[src/rtl/output_argmax.sv]
// Argmax over NUM_INPUTS signed neuron outputs: captures the vector on i_valid,
// scans one element per cycle, and reports the index of the first maximum.
module output_argmax #(
  parameter int NUM_INPUTS = 10,
  parameter int DATA_WIDTH = 16
) (
  input  logic                             s_axi_aclk,
  input  logic                             s_axi_aresetn,
  input  logic [NUM_INPUTS*DATA_WIDTH-1:0] i_data,
  input  logic                             i_valid,
  input  logic                             i_intr_clear,
  output logic                             o_busy,
  output logic [31:0]                      o_data,
  output logic                             o_data_valid,
  output logic                             intr
);

  localparam int CNT_W = $clog2(NUM_INPUTS);
  localparam logic [CNT_W-1:0] LAST = CNT_W'(NUM_INPUTS - 1);

  typedef enum logic {IDLE, SCAN} state_t;

  state_t                        state_q;
  logic signed [DATA_WIDTH-1:0]  elem_q [NUM_INPUTS];
  logic signed [DATA_WIDTH-1:0]  in_elem [NUM_INPUTS];
  logic signed [DATA_WIDTH-1:0]  max_q, max_d, cur_elem;
  logic [CNT_W-1:0]              cnt_q, idx_q, idx_d;
  logic                          busy_q, valid_q, intr_q;
  logic [31:0]                   data_q;
  logic                          done;

  for (genvar gi = 0; gi < NUM_INPUTS; gi++) begin : g_unpack
    assign in_elem[gi] = i_data[gi*DATA_WIDTH +: DATA_WIDTH];
  end

  // Strict greater-than keeps the lowest index on ties.
  always_comb begin
    cur_elem = elem_q[cnt_q];
    max_d    = max_q;
    idx_d    = idx_q;
    if (cur_elem > max_q) begin
      max_d = cur_elem;
      idx_d = cnt_q;
    end
    done = (state_q == SCAN) && (cnt_q == LAST);
  end

  always_ff @(posedge s_axi_aclk or negedge s_axi_aresetn) begin
    if (!s_axi_aresetn) begin
      state_q <= IDLE;
      for (int k = 0; k < NUM_INPUTS; k++) elem_q[k] <= '0;
      max_q   <= '0;
      idx_q   <= '0;
      cnt_q   <= '0;
      busy_q  <= 1'b0;
      valid_q <= 1'b0;
      data_q  <= '0;
      intr_q  <= 1'b0;
    end else begin
      valid_q <= 1'b0;
      // Completion wins over a simultaneous clear.
      intr_q  <= done | (intr_q & ~i_intr_clear);
      case (state_q)
        IDLE: begin
          if (i_valid) begin
            for (int k = 0; k < NUM_INPUTS; k++) elem_q[k] <= in_elem[k];
            max_q   <= in_elem[0];
            idx_q   <= '0;
            cnt_q   <= CNT_W'(1);
            busy_q  <= 1'b1;
            state_q <= SCAN;
          end
        end
        SCAN: begin
          max_q <= max_d;
          idx_q <= idx_d;
          if (done) begin
            cnt_q   <= '0;
            data_q  <= 32'(idx_d);
            valid_q <= 1'b1;
            busy_q  <= 1'b0;
            state_q <= IDLE;
          end else begin
            cnt_q <= cnt_q + CNT_W'(1);
          end
        end
        default: state_q <= IDLE;
      endcase
    end
  end

  assign o_busy       = busy_q;
  assign o_data       = data_q;
  assign o_data_valid = valid_q;
  assign intr         = intr_q;

endmodule

[config.mk]
export PLATFORM = sky130hd
export DESIGN_NAME = output_argmax
export DESIGN_NICKNAME = d
export VERILOG_FILES = /design/src/rtl/output_argmax.sv
export SDC_FILE = /design/constraint.sdc
export NUM_CORES = 1
export LEC_CHECK = 0
export ABC_AREA = 0
export BUFFER_PORTS_ARGS = -buffer_cell sky130_fd_sc_hd__buf_2
export CORE_MARGIN = 4
export CORE_UTILIZATION = 45
export CTS_CLUSTER_SIZE = 12
export DETAILED_ROUTE_END_ITERATION = 8
export PLACE_DENSITY = 0.74
export SYNTH_ARGS = -nofsm -noshare
export SYNTH_HDL_FRONTEND = slang
export SYNTH_SLANG_ARGS = --single-unit
[constraint.sdc]
create_clock -name s_axi_aclk -period 4.69 [get_ports s_axi_aclk]
set_input_delay 0.469 -clock s_axi_aclk [delete_from_list [all_inputs] [get_ports s_axi_aclk]]
set_output_delay 0.469 -clock s_axi_aclk [all_outputs]
set_load 0.1 [all_outputs]
# == After elaboration in Yosys (flattened, before gate mapping) ==
# Cells that the tools add are included.
# word_totals
regBits,192
out_inout_bits,35
# op_classes
add_sub_neg,1
n_lt_le_gt_ge,2
n_eq_ne,4
mux,20
bitwise_logic,5
n_reduce_logical,5
# op_table
operator,n
$bmux W16 S4,1
$mux W16,4
$pmux W16 S2,1
$gt A16 B16 Y1,1
$mux W4,4
$pmux W4 S2,2
$reduce_and A2 Y1,4
$mux W1,6
$ge A5 B5 Y1 const B,1
$not A4 Y5,1
$add A4 B1 Y4 const B,1
$eq A4 B4 Y1 const B,1
$ne A2 B1 Y1 const B,2
$pmux W1 S2,2
$ne A2 B2 Y1 const B,1
$not A1 Y1,2
$and A1 B1 Y1,1
$logic_and A1 B1 Y1,1
$or A1 B1 Y1,1

# == Longest topological paths before layout ==
# Gate-level depths: netlist of the first run.
# depth
word_depth,7
mapped_depth,17
depth_no_buf,12

# == Worst setup path before layout of the first run ==
# Ideal clock, no wire load.
# synth_timing
path_type,reg-to-reg
startpoint,register cnt_q[0]
endpoint,register idx_q[1]
arrival_ns,3.495
t_required_ns,4.569
setup_slack_ns,1.074
stages_incl_launch_ff,16
path_buffers,4
cell_sequence,dfrtp_1 > buf_4 > buf_6 > buf_4 > mux4_2 > a21oi_1 > o21a_1 > inv_1 > ha_1 > nand4_2 > or3_1 > and4_4 > a31oi_4 > buf_6 > o21ai_4 > a22o_1
# synth_via
elab_chain_cells,7
# synth_rtl
element,line_no,rtl
start: declaration,27,"logic [CNT_W-1:0] cnt_q, idx_q, idx_d;"
start signal: assignment,84,cnt_q <= cnt_q + CNT_W'(1);
$not A4 Y5 (not written as such),38,cur_elem = elem_q[cnt_q];
$bmux W16 S4,38,
$mux W16 (not written as such) (2 in a row),38,
$gt A16 B16 Y1,41,if (cur_elem > max_q) begin
$mux W4,41,
$pmux W4 S2,63,case (state_q)
end signal: assignment,76,idx_q <= idx_d;
end: declaration,27,
# No other way between the ends. The select of a mux whose other input is x is not followed.
# A chain may end at the register's enable or synchronous reset.

# == Worst setup path in the final report of the first run ==
# layout_timing
startpoint,register cnt_q[0]
endpoint,register max_q[3]
# layout_via
elab_chain_cells,7
word_cells_on_any_way,9
cone_classes,order compare: 1; eq/ne: 1; mux: 5; bitwise: 1; reduce/logical: 1
# layout_rtl
element,line_no,rtl
$not A4 Y5 (not written as such) *,38,
$bmux W16 S4 *,38,
$mux W16 (not written as such) * (2 in a row),38,
$gt A16 B16 Y1,41,
$ne A2 B1 Y1 (no source line),n/a,
$reduce_and A2 Y1 (no source line),n/a,
end signal: assignment,67,max_q <= in_elem[0];
end signal: assignment,75,max_q <= max_d;
end: declaration,26,"logic signed [DATA_WIDTH-1:0] max_q, max_d, cur_elem;"
# Every way passes the cells marked *; elsewhere a longest branch is shown, timed or not. The select of a mux whose other input is x is not followed.

==> results.json, run 1 <==
{
  "status": "finished, final reports clean",
  "diodes": 0,
  "fin_tns_setup_ns": 0,
  "finalClockSkew_ns": 0.0200,
  "fin_crit_sh": 0.914,
  "cts_hold_buf": 0,
  "synth_compound_area_frac": 0.0744,
  "ioPinCount": 199,
  "synth_edf_count": 0,
  "slew_viol_final": 0,
  "power_switching_share": 0.409,
  "synthTopCellsByArea": "dfrtp_1 50%, nand2_1 19%, mux4_2 7.5%",
  "p_switching_w": 0.00364,
  "cts.sinks": 192,
  "fillerInstances": 1934,
  "routed_wl_um": 25900,
  "yosys-top-cells-count": "496 x nand2_1, 192 x dfrtp_1, 53 x clkbuf_1, 32 x buf_4, 32 x mux4_2",
  "finalHoldViolations": 0,
  "post-route-min-period_ns": 4.29,
  "vias": 7665,
  "cp_max_fo": 29,
  "setup_viol": 0,
  "start_util": 0.456,
  "r2r-end": "max_q[3]",
  "crit_cells": 12,
  "path_cells": "buf_4 -> mux4_2 -> a22oi_1 -> o21ai_1 -> ha_1 -> nand4_1 -> nor4_1 -> o21ai_0 -> a31oi_4 -> buf_4 -> mux2i_1 -> o311a_1",
  "die_x_um": 154,
  "avgSynthCellArea_um2": 9.12,
  "vias_per_cell": 5.20,
  "clkTransAtPathRegs_ns": 0.07,
  "cts_buffer_depth": 2,
  "critical-path-max-stage-delay_ns": 0.78,
  "synth_most_common_cell": "nand2_1",
  "syn-instance-count": 1047,
  "cp-startpoint": "cnt_q[0]",
  "drtPass1Iterations": 5,
  "hold_path_class": "primary input to asynchronous set/reset pin",
  "required_ns": 5.06,
  "critPathArrivalTime_ns": 4.65,
  "powerDensity_nw_per_um2": 797,
  "fin_nets": 1367,
  "synthFlopType": "dfrtp_1",
  "worst_pin_slew_ns": 1.15,
  "r2r_start": "cnt_q[0]",
  "critical-path-top-delay-family": "compound AO/OA/AOI/OAI gates",
  "synth.mux.area_fraction": 0.104,
  "relSlewSlack": 0.236,
  "drc": 0,
  "irDropWorstVdd_mv": 0.356,
  "pwr-share-seq": 0.341,
  "cp_common_cell": "buf_4",
  "yosysWarnings": 0,
  "post_cts.repair.setup_buffers": 0,
  "synth-xor-area-share": 0,
  "cts_root_buf": "clkbuf_16",
  "cp-endpoint": "max_q[3]",
  "start_kind": "flop",
  "drive_gt1_frac": 0.220,
  "place.gp.congestion": 0.937,
  "port_buffers": 170,
  "combPwrFrac": 0.477,
  "antenna_found_initial": 1,
  "synth_top_area_frac": 0.503,
  "cp_num_buf_inv": 2,
  "grt_pass1_vias": 7444,
  "die_area_um2": 23600,
  "die_h_um": 154,
  "ys_seq_area_frac": 0.503,
  "wl_per_cell_um": 17.6,
  "rsz0062_at_grt": "false",
  "grt_pass1_wl_um": 40400,
  "grt_max_degree": 110,
  "fin_ws_ns": 0.404,
  "synth_adder_area_share": 0.0236,
  "async_flop_share": 1.00,
  "reg2reg_depth": 12,
  "grt-ovfl-total": 0,
  "r2r_slack_ns": 0.40,
  "maxCapViolCount": 0,
  "placement_rows": 53,
  "synth_seq_cells": 192,
  "synth_cell_types": 47,
  "netlist_area_um2": 9550,
  "area_growth_pct": 17.0,
  "power_leakage_nw": 5.90,
  "endpoint_kind": "flop",
  "post_cts_resized": 0,
  "cts_tree": "built",
  "cts_buffers": 17,
  "ant_nets": 0,
  "cts_max_level": 4,
  "coreArea_um2": 21000,
  "crit_type": "flop to flop",
  "fmax_ghz": 0.233,
  "dpl_worst_slack_ns": 0.431,
  "p_total_w": 0.00890,
  "p_clk_frac": 0.182,
  "synth_top_family_by_area": "simple AND/OR/NAND/NOR gates",
  "drt_iter0_drc": 674,
  "grt_usage": 0.217,
  "hpwl_um": 19000,
  "synth.largest_area_cell": "dfrtp_1",
  "internal_power_w": 0.00526,
  "cpMaxStageDelayCell": "dfrtp_4",
  "clk_latency_ns": 0.44,
  "yosys.area_share.simple": 0.232
}
==> sequential cells by signal, summed over array words and instances (netlist names) <==
signal,count
cnt_q,4
state_q,1
o_data,4
idx_q,4
o_busy,1
intr,1
elem_q,160
max_q,16
o_data_valid,1
==> worst register-to-register path: stages, from the launching register on <==
cell and delay [ns]:
dfrtp_4 0.78, buf_4 0.28, mux4_2 0.51, a22oi_1 0.29, o21ai_1 0.15, ha_1 0.33, nand4_1 0.11, nor4_1 0.27
o21ai_0 0.24, a31oi_4 0.57, buf_4 0.29, mux2i_1 0.21, o311a_1 0.18
==> how the worst min path moves through the flow <==
| stage | startpoint | end | slack (ns) | cells after the start |
|---|---|---|---|---|
| 6_report | s_axi_aresetn | max_q[8] | 0.14 | 1 |
| 5_1_grt | s_axi_aresetn | elem_q[133] | 0.22 | 1 |
| 4_1_cts | s_axi_aresetn | elem_q[150] | 0.18 | 1 |
| 3_5_place_dp | elem_q[104] | elem_q[104] | 0.46 | 2 |
| 3_3_place_gp | elem_q[42] | elem_q[42] | 0.45 | 2 |
| 2_1_floorplan | s_axi_aresetn | cnt_q[0] | 0.17 | 0 |
==> through the flow <==
step                      cell area, um2  hold WS (ns)   util  std cells
after global routing               11200         0.216  0.533       1473
after CTS                          11200         0.185  0.533       1473
final                              11200         0.137  0.533       1473
after detailed placement           10500         0.459  0.502       1441
after floorplan                     9650         0.173      -       1074
after global placement             10500         0.454  0.502       1441
==> placed cells by master (no fill, tap or decap), drive strengths merged, types with 2 or more instances in the layout <==
cell	Yosys	final
nand4	4	4
nor2	26	26
bufinv	0	5
nor2b	3	3
o311a	10	10
nand2	496	496
o21a	3	3
clkinv	0	2
a22o	3	3
nand3	6	6
a21o	4	4
a32o	3	3
mux4	32	32
or3	3	3
clkbuf	53	21
mux2i	27	27
nor3	18	18
nor4	2	2
a22oi	10	10
and4	3	3
and2	3	3
clkinvlp	0	2
a31oi	2	2
a21oi	14	14
buf	41	185
inv	25	28
dfrtp	192	192
a221oi	6	6
o211ai	10	10
o21ai	23	23
ha	18	18
conb	1	28
==> cell type report <==
cell class | count | area, um2 | area share
Sequential cell | 192 | 4810 | 0.430
Multi-Input combinational cell | 763 | 4260 | 0.382
Tap cell | 275 | 344 | 0.0308
Timing Repair Buffer | 186 | 1000 | 0.0899
Clock inverter | 12 | 201 | 0.0180
Clock buffer | 20 | 457 | 0.0409
Inverter | 25 | 93.8 | 0.00840
==> power by group through the flow <==
stage	combinational (W)	sequential [W]	clock [W]
3_5_place_dp	0.00421	0.00304	0
2_1_floorplan	0.00327	0.00291	0
3_3_place_gp	0.00409	0.00303	0
5_1_grt	0.00464	0.00312	0.00171
6_report	0.00425	0.00303	0.00162
4_1_cts	0.00424	0.00303	0.00164
==> cell families after synthesis <==
logic type	count (synthesis)
mux	59
other cells	1
buf+inv	119
flops	192
simple gates	565
fa+ha+maj	18
compound gates	93
==> routing by layer <==
| layer | part of all wire | track usage | wire [um] |
|---|---|---|---|
| met1 | 0.44 | 0.309 | 11400 |
| met5 | 0.00054 | 0 | 14 |
| met3 | 0.068 | 0.0535 | 1770 |
| met2 | 0.47 | 0.329 | 12000 |
| met4 | 0.026 | 0.0715 | 671 |
Power figures use the tool's default switching activity.
==> run 2, diff against run 1 <==
--- a/config.mk
+++ b/config.mk
@@ -8,10 +8,10 @@
 export ABC_AREA = 0
 export BUFFER_PORTS_ARGS = -buffer_cell sky130_fd_sc_hd__buf_2
 export CORE_MARGIN = 4
-export CORE_UTILIZATION = 45
+export CORE_UTILIZATION = 30
 export CTS_CLUSTER_SIZE = 12
 export DETAILED_ROUTE_END_ITERATION = 8
-export PLACE_DENSITY = 0.74
+export PLACE_DENSITY = 0.55
 export SYNTH_ARGS = -nofsm -noshare
 export SYNTH_HDL_FRONTEND = slang
 export SYNTH_SLANG_ARGS = --single-unit
==> results.json, run 2 (same netlist as run 1, synthesis figures left out) <==
{
  "status": "finished, final reports clean",
  "routed_wl_um": 28200,
  "place.gp.congestion": 0.869,
  "ant_nets": 0,
  "grt-ovfl-total": 0,
  "finalHoldViolations": 0,
  "irDropWorstVdd_mv": 0.422,
  "dpl_worst_slack_ns": 0.302,
  "grt_max_degree": 106,
  "vias": 7537,
  "rsz0062_at_grt": "false",
  "endpoint_kind": "flop",
  "hold_path_class": "primary input to asynchronous set/reset pin",
  "r2r-end": "idx_q[0]",
  "path_cells": "buf_4 -> mux4_2 -> a22oi_1 -> o21ai_1 -> ha_1 -> nand4_1 -> nor4_1 -> o21ai_0 -> a31oi_4 -> buf_4 -> o21ai_4 -> a22o_1",
  "start_kind": "flop",
  "power_leakage_nw": 5.88,
  "post-route-min-period_ns": 4.10,
  "hpwl_um": 21300,
  "fillerInstances": 3201,
  "drc": 0,
  "r2r_slack_ns": 0.59,
  "fin_nets": 1375,
  "critPathArrivalTime_ns": 4.41,
  "ioPinCount": 199,
  "r2r_start": "cnt_q[0]",
  "cts.sinks": 192,
  "critical-path-top-delay-family": "compound AO/OA/AOI/OAI gates",
  "fin_crit_sh": 0.874,
  "cts_buffers": 17,
  "fin_hold_ws_ns": 0.141,
  "reg2reg_depth": 12,
  "antenna_found_initial": 3,
  "vias_per_cell": 4.69,
  "cp-startpoint": "cnt_q[0]",
  "cp_common_cell": "buf_4",
  "fmax_ghz": 0.244,
  "crit_type": "flop to flop",
  "grt_usage": 0.162,
  "fin_ws_ns": 0.591,
  "wl_per_cell_um": 17.5,
  "grt_pass1_vias": 7687,
  "maxCapViolCount": 0,
  "critical-path-max-stage-delay_ns": 0.78,
  "cts_tree": "built",
  "die_area_um2": 34800,
  "start_util": 0.303,
  "cts_hold_buf": 0,
  "largest_reg_flops": 160,
  "port_buffers": 170,
  "cp_num_buf_inv": 2,
  "powerDensity_nw_per_um2": 788,
  "required_ns": 5.00,
  "cp-endpoint": "idx_q[0]",
  "drt_iter0_drc": 561,
  "diodes": 0,
  "worst_pin_slew_ns": 0.902,
  "die_h_um": 186,
  "crit_cells": 12,
  "cts_buffer_depth": 2,
  "final_common_cell": "nand2_1",
  "placement_rows": 65,
  "finalClockSkew_ns": 0.0160,
  "largest_register": "elem_q",
  "setup_viol": 0,
  "cts_root_buf": "clkbuf_16",
  "clkTransAtPathRegs_ns": 0.07,
  "drtPass1Iterations": 6,
  "grt_pass1_wl_um": 44400,
  "fin_tns_setup_ns": 0,
  "final_cell_mix": "495 x nand2_1, 191 x dfrtp_1, 169 x buf_2, 32 x mux4_2, 28 x conb_1",
  "area_growth_pct": 18.3,
  "cp_max_fo": 29,
  "relSlewSlack": 0.399,
  "cpMaxStageDelayCell": "dfrtp_4",
  "clk_latency_ns": 0.44,
  "drive_gt1_frac": 0.225,
  "reg.largest.list": "elem_q: 160 flops, max_q: 16 flops",
  "coreArea_um2": 31500,
  "cts_max_level": 4,
  "slew_viol_final": 0,
  "die_x_um": 186
}
==> run 2: how the worst min path moves through the flow <==
stage | start | endpoint | slack [ns] | depth (start not counted)
2_1_floorplan | s_axi_aresetn | cnt_q[0] | 0.17 | 0
3_3_place_gp | elem_q[130] | elem_q[130] | 0.45 | 2
3_5_place_dp | elem_q[44] | elem_q[44] | 0.46 | 2
4_1_cts | s_axi_aresetn | elem_q[134] | 0.20 | 1
5_1_grt | i_intr_clear | intr | 0.21 | 2
6_report | s_axi_aresetn | elem_q[153] | 0.14 | 1
==> run 2: metal layers <==
metal	track usage	vias to the layer above	wire, um
met2	0.258	198	13100
met3	0.0264	19	1130
met1	0.236	3645	13600
li1	-	3675	-
met5	0	-	0
met4	0.0330	0	345
==> run 2: repair_timing <==
action / CTS / global route
setup buffers: 0 / 4
setup endpoints to repair: 0 / 3
resized for setup: 0 / 0
==> run 2: stage by stage <==
| stage | area [um2] | instances | total power (W) | utilization |
|---|---|---|---|---|
| finish | 11300 | 1608 | 0.00890 | 0.359 |
| floorplan | 9650 | 1074 | 0.00618 | - |
| global placement | 10700 | 1572 | 0.00724 | 0.340 |
| detailed placement | 10700 | 1572 | 0.00734 | 0.340 |
| global route | 11300 | 1608 | 0.00955 | 0.359 |
| CTS | 11300 | 1604 | 0.00878 | 0.358 |
==> run 2: where the power goes <==
group	switching [W]	internal (W)
logic	0.00249	0.00198
clock network	0.000677	0.000744
registers	0.000565	0.00244
==> run 2: final cells by class <==
type	count	area, um2	share of cell area
clock inverter	13	129	0.0114
clock buffer	19	433	0.0383
inverter	25	93.8	0.00831
multi-input combinational	763	4260	0.377
tap	402	503	0.0445
timing repair buffer	194	1060	0.0943
sequential	192	4810	0.426
==> run 2: worst register-to-register path, stage by stage, from the launching register on <==
cell	delay (ns)
dfrtp_4	0.78
buf_4	0.35
mux4_2	0.53
a22oi_1	0.27
o21ai_1	0.15
ha_1	0.34
nand4_1	0.13
nor4_1	0.28
o21ai_0	0.24
a31oi_4	0.30
buf_4	0.21
o21ai_4	0.13
a22o_1	0.27
==> run 3, diff against run 2 <==
--- a/config.mk
+++ b/config.mk
@@ -12,6 +12,7 @@
 export CTS_CLUSTER_SIZE = 12
 export DETAILED_ROUTE_END_ITERATION = 8
 export PLACE_DENSITY = 0.55
+export REMOVE_ABC_BUFFERS = 1
 export SYNTH_ARGS = -nofsm -noshare
 export SYNTH_HDL_FRONTEND = slang
 export SYNTH_SLANG_ARGS = --single-unit
==> results.json, run 3 (same netlist as run 1, synthesis figures left out) <==
{
  "largest_register": "elem_q",
  "path_cells": "buf_12 -> mux4_2 -> a22oi_1 -> o21ai_1 -> ha_1 -> nand4_1 -> nor4_1 -> o21ai_0 -> a31oi_4 -> buf_4 -> mux2i_1 -> o311a_1",
  "reg.largest.list": "elem_q: 160 flops, max_q: 16 flops",
  "drtPass1Iterations": 5,
  "die_x_um": 186,
  "cpMaxStageDelayCell": "dfrtp_4",
  "grt_pass1_vias": 7697,
  "post-route-util": 0.359,
  "final_common_cell": "nand2_1",
  "die_area_um2": 34800,
  "fin_nets": 1369,
  "drc": 0,
  "rsz0062_at_grt": "false",
  "slew_viol_final": 0,
  "cts_buffers": 17,
  "maxCapViolCount": 0,
  "clk_latency_ns": 0.43,
  "port_buffers": 170,
  "p_total_w": 0.00864,
  "crit_type": "flop to flop",
  "ant_nets": 0,
  "post_cts.repair.setup_buffers": 0,
  "hold_path_class": "primary input to asynchronous set/reset pin",
  "r2r_start": "cnt_q[0]",
  "cts_tree": "built",
  "die_h_um": 186,
  "use_met2": 0.238,
  "required_ns": 5.06,
  "use_met1": 0.200,
  "cts_buffer_depth": 2,
  "dpl_worst_slack_ns": 0.383,
  "power_leakage_nw": 5.88,
  "cp-startpoint": "cnt_q[0]",
  "routed_wl_um": 25500,
  "largest_reg_flops": 160,
  "met3_usage": 0.0357,
  "setup_viol": 0,
  "powerDensity_nw_per_um2": 765,
  "r2r_slack_ns": 0.43,
  "post_cts_resized": 0,
  "cts_root_buf": "clkbuf_16",
  "coreArea_um2": 31500,
  "cp-endpoint": "max_q[10]",
  "grt-ovfl-total": 0,
  "r2r-end": "max_q[10]",
  "clkTransAtPathRegs_ns": 0.07,
  "reg2reg_depth": 12,
  "area_growth_pct": 18.3,
  "critical-path-max-stage-delay_ns": 0.77,
  "grt_usage": 0.147,
  "vias_per_cell": 4.66,
  "wl_per_cell_um": 15.9,
  "cts_max_level": 4,
  "start_util": 0.303,
  "drt_iter0_drc": 495,
  "drive_gt1_frac": 0.223,
  "grt_max_degree": 95,
  "status": "finished, final reports clean",
  "ioPinCount": 199,
  "top_usage_layer": "met2",
  "critPathArrivalTime_ns": 4.63,
  "fin_ws_ns": 0.428,
  "hpwl_um": 17900,
  "vias": 7472,
  "grt_pass1_wl_um": 41200,
  "fmax_ghz": 0.235,
  "final_cell_mix": "495 x nand2_1, 190 x dfrtp_1, 169 x buf_2, 32 x mux4_2, 28 x conb_1",
  "fin_crit_sh": 0.909,
  "cp_max_fo": 25,
  "antenna_found_initial": 2,
  "cts_hold_buf": 0,
  "start_kind": "flop",
  "endpoint_kind": "flop",
  "relSlewSlack": 0.332,
  "post-route-min-period_ns": 4.26,
  "finalHoldViolations": 0,
  "place.gp.congestion": 0.803,
  "finalClockSkew_ns": 0.00862,
  "irDropWorstVdd_mv": 0.438,
  "worst_pin_slew_ns": 1.00,
  "diodes": 0,
  "cts.sinks": 192,
  "placement_rows": 65
}
-- run 3: through the flow --
stage	hold WS (ns)	area (um2)	TNS (ns)	std cells
3_5_place_dp	0.458	10700	0	1570
3_3_place_gp	0.452	10700	0	1570
6_report	0.112	11300	0	1602
4_1_cts	0.134	11300	0	1602
5_1_grt	0.149	11300	0	1602
2_1_floorplan	0.173	9150	-200.91	980
-- run 3: critical path: cells and delay by family (launching register included) --
kind,cells,cell delay (ns)
compound gates,5,1.24
mux,2,0.76
simple gates,2,0.45
flops,1,0.77
buf+inv,2,0.57
fa+ha+maj,1,0.37
-- run 3: worst min-delay path by stage --
stage             startpoint  cells after the start     endpoint
6_report       s_axi_aresetn                      1    elem_q[6]
5_1_grt        s_axi_aresetn                      1   elem_q[22]
4_1_cts        s_axi_aresetn                      1   elem_q[74]
3_5_place_dp      elem_q[55]                      2   elem_q[55]
3_3_place_gp     elem_q[155]                      2  elem_q[155]
2_1_floorplan  s_axi_aresetn                      0     cnt_q[0]
-- run 3: area by class of cell --
class | instances | area [um2]
Clock buffer | 19 | 433
Clock inverter | 13 | 184
Fill cell | 3291 | 20200
Inverter | 25 | 93.8
Multi-Input combinational cell | 763 | 4270
Sequential cell | 192 | 4810
Tap cell | 402 | 503
Timing Repair Buffer | 188 | 1010
-- run 3: layer usage --
layer,part of all wire,vias up
li1,-,3652
met1,0.46,3609
met2,0.47,182
met3,0.051,25
met4,0.011,4
met5,0.0011,-
-- run 3: where the power goes --
group | internal, W | leakage [nW] | switching [W] | total [W]
Sequential | 0.00244 | 2.40 | 0.000557 | 0.00300
Combinational | 0.00183 | 3.18 | 0.00225 | 0.00408
Clock | 0.000896 | 0.294 | 0.000663 | 0.00156
Total | 0.00517 | 5.88 | 0.00347 | 0.00864
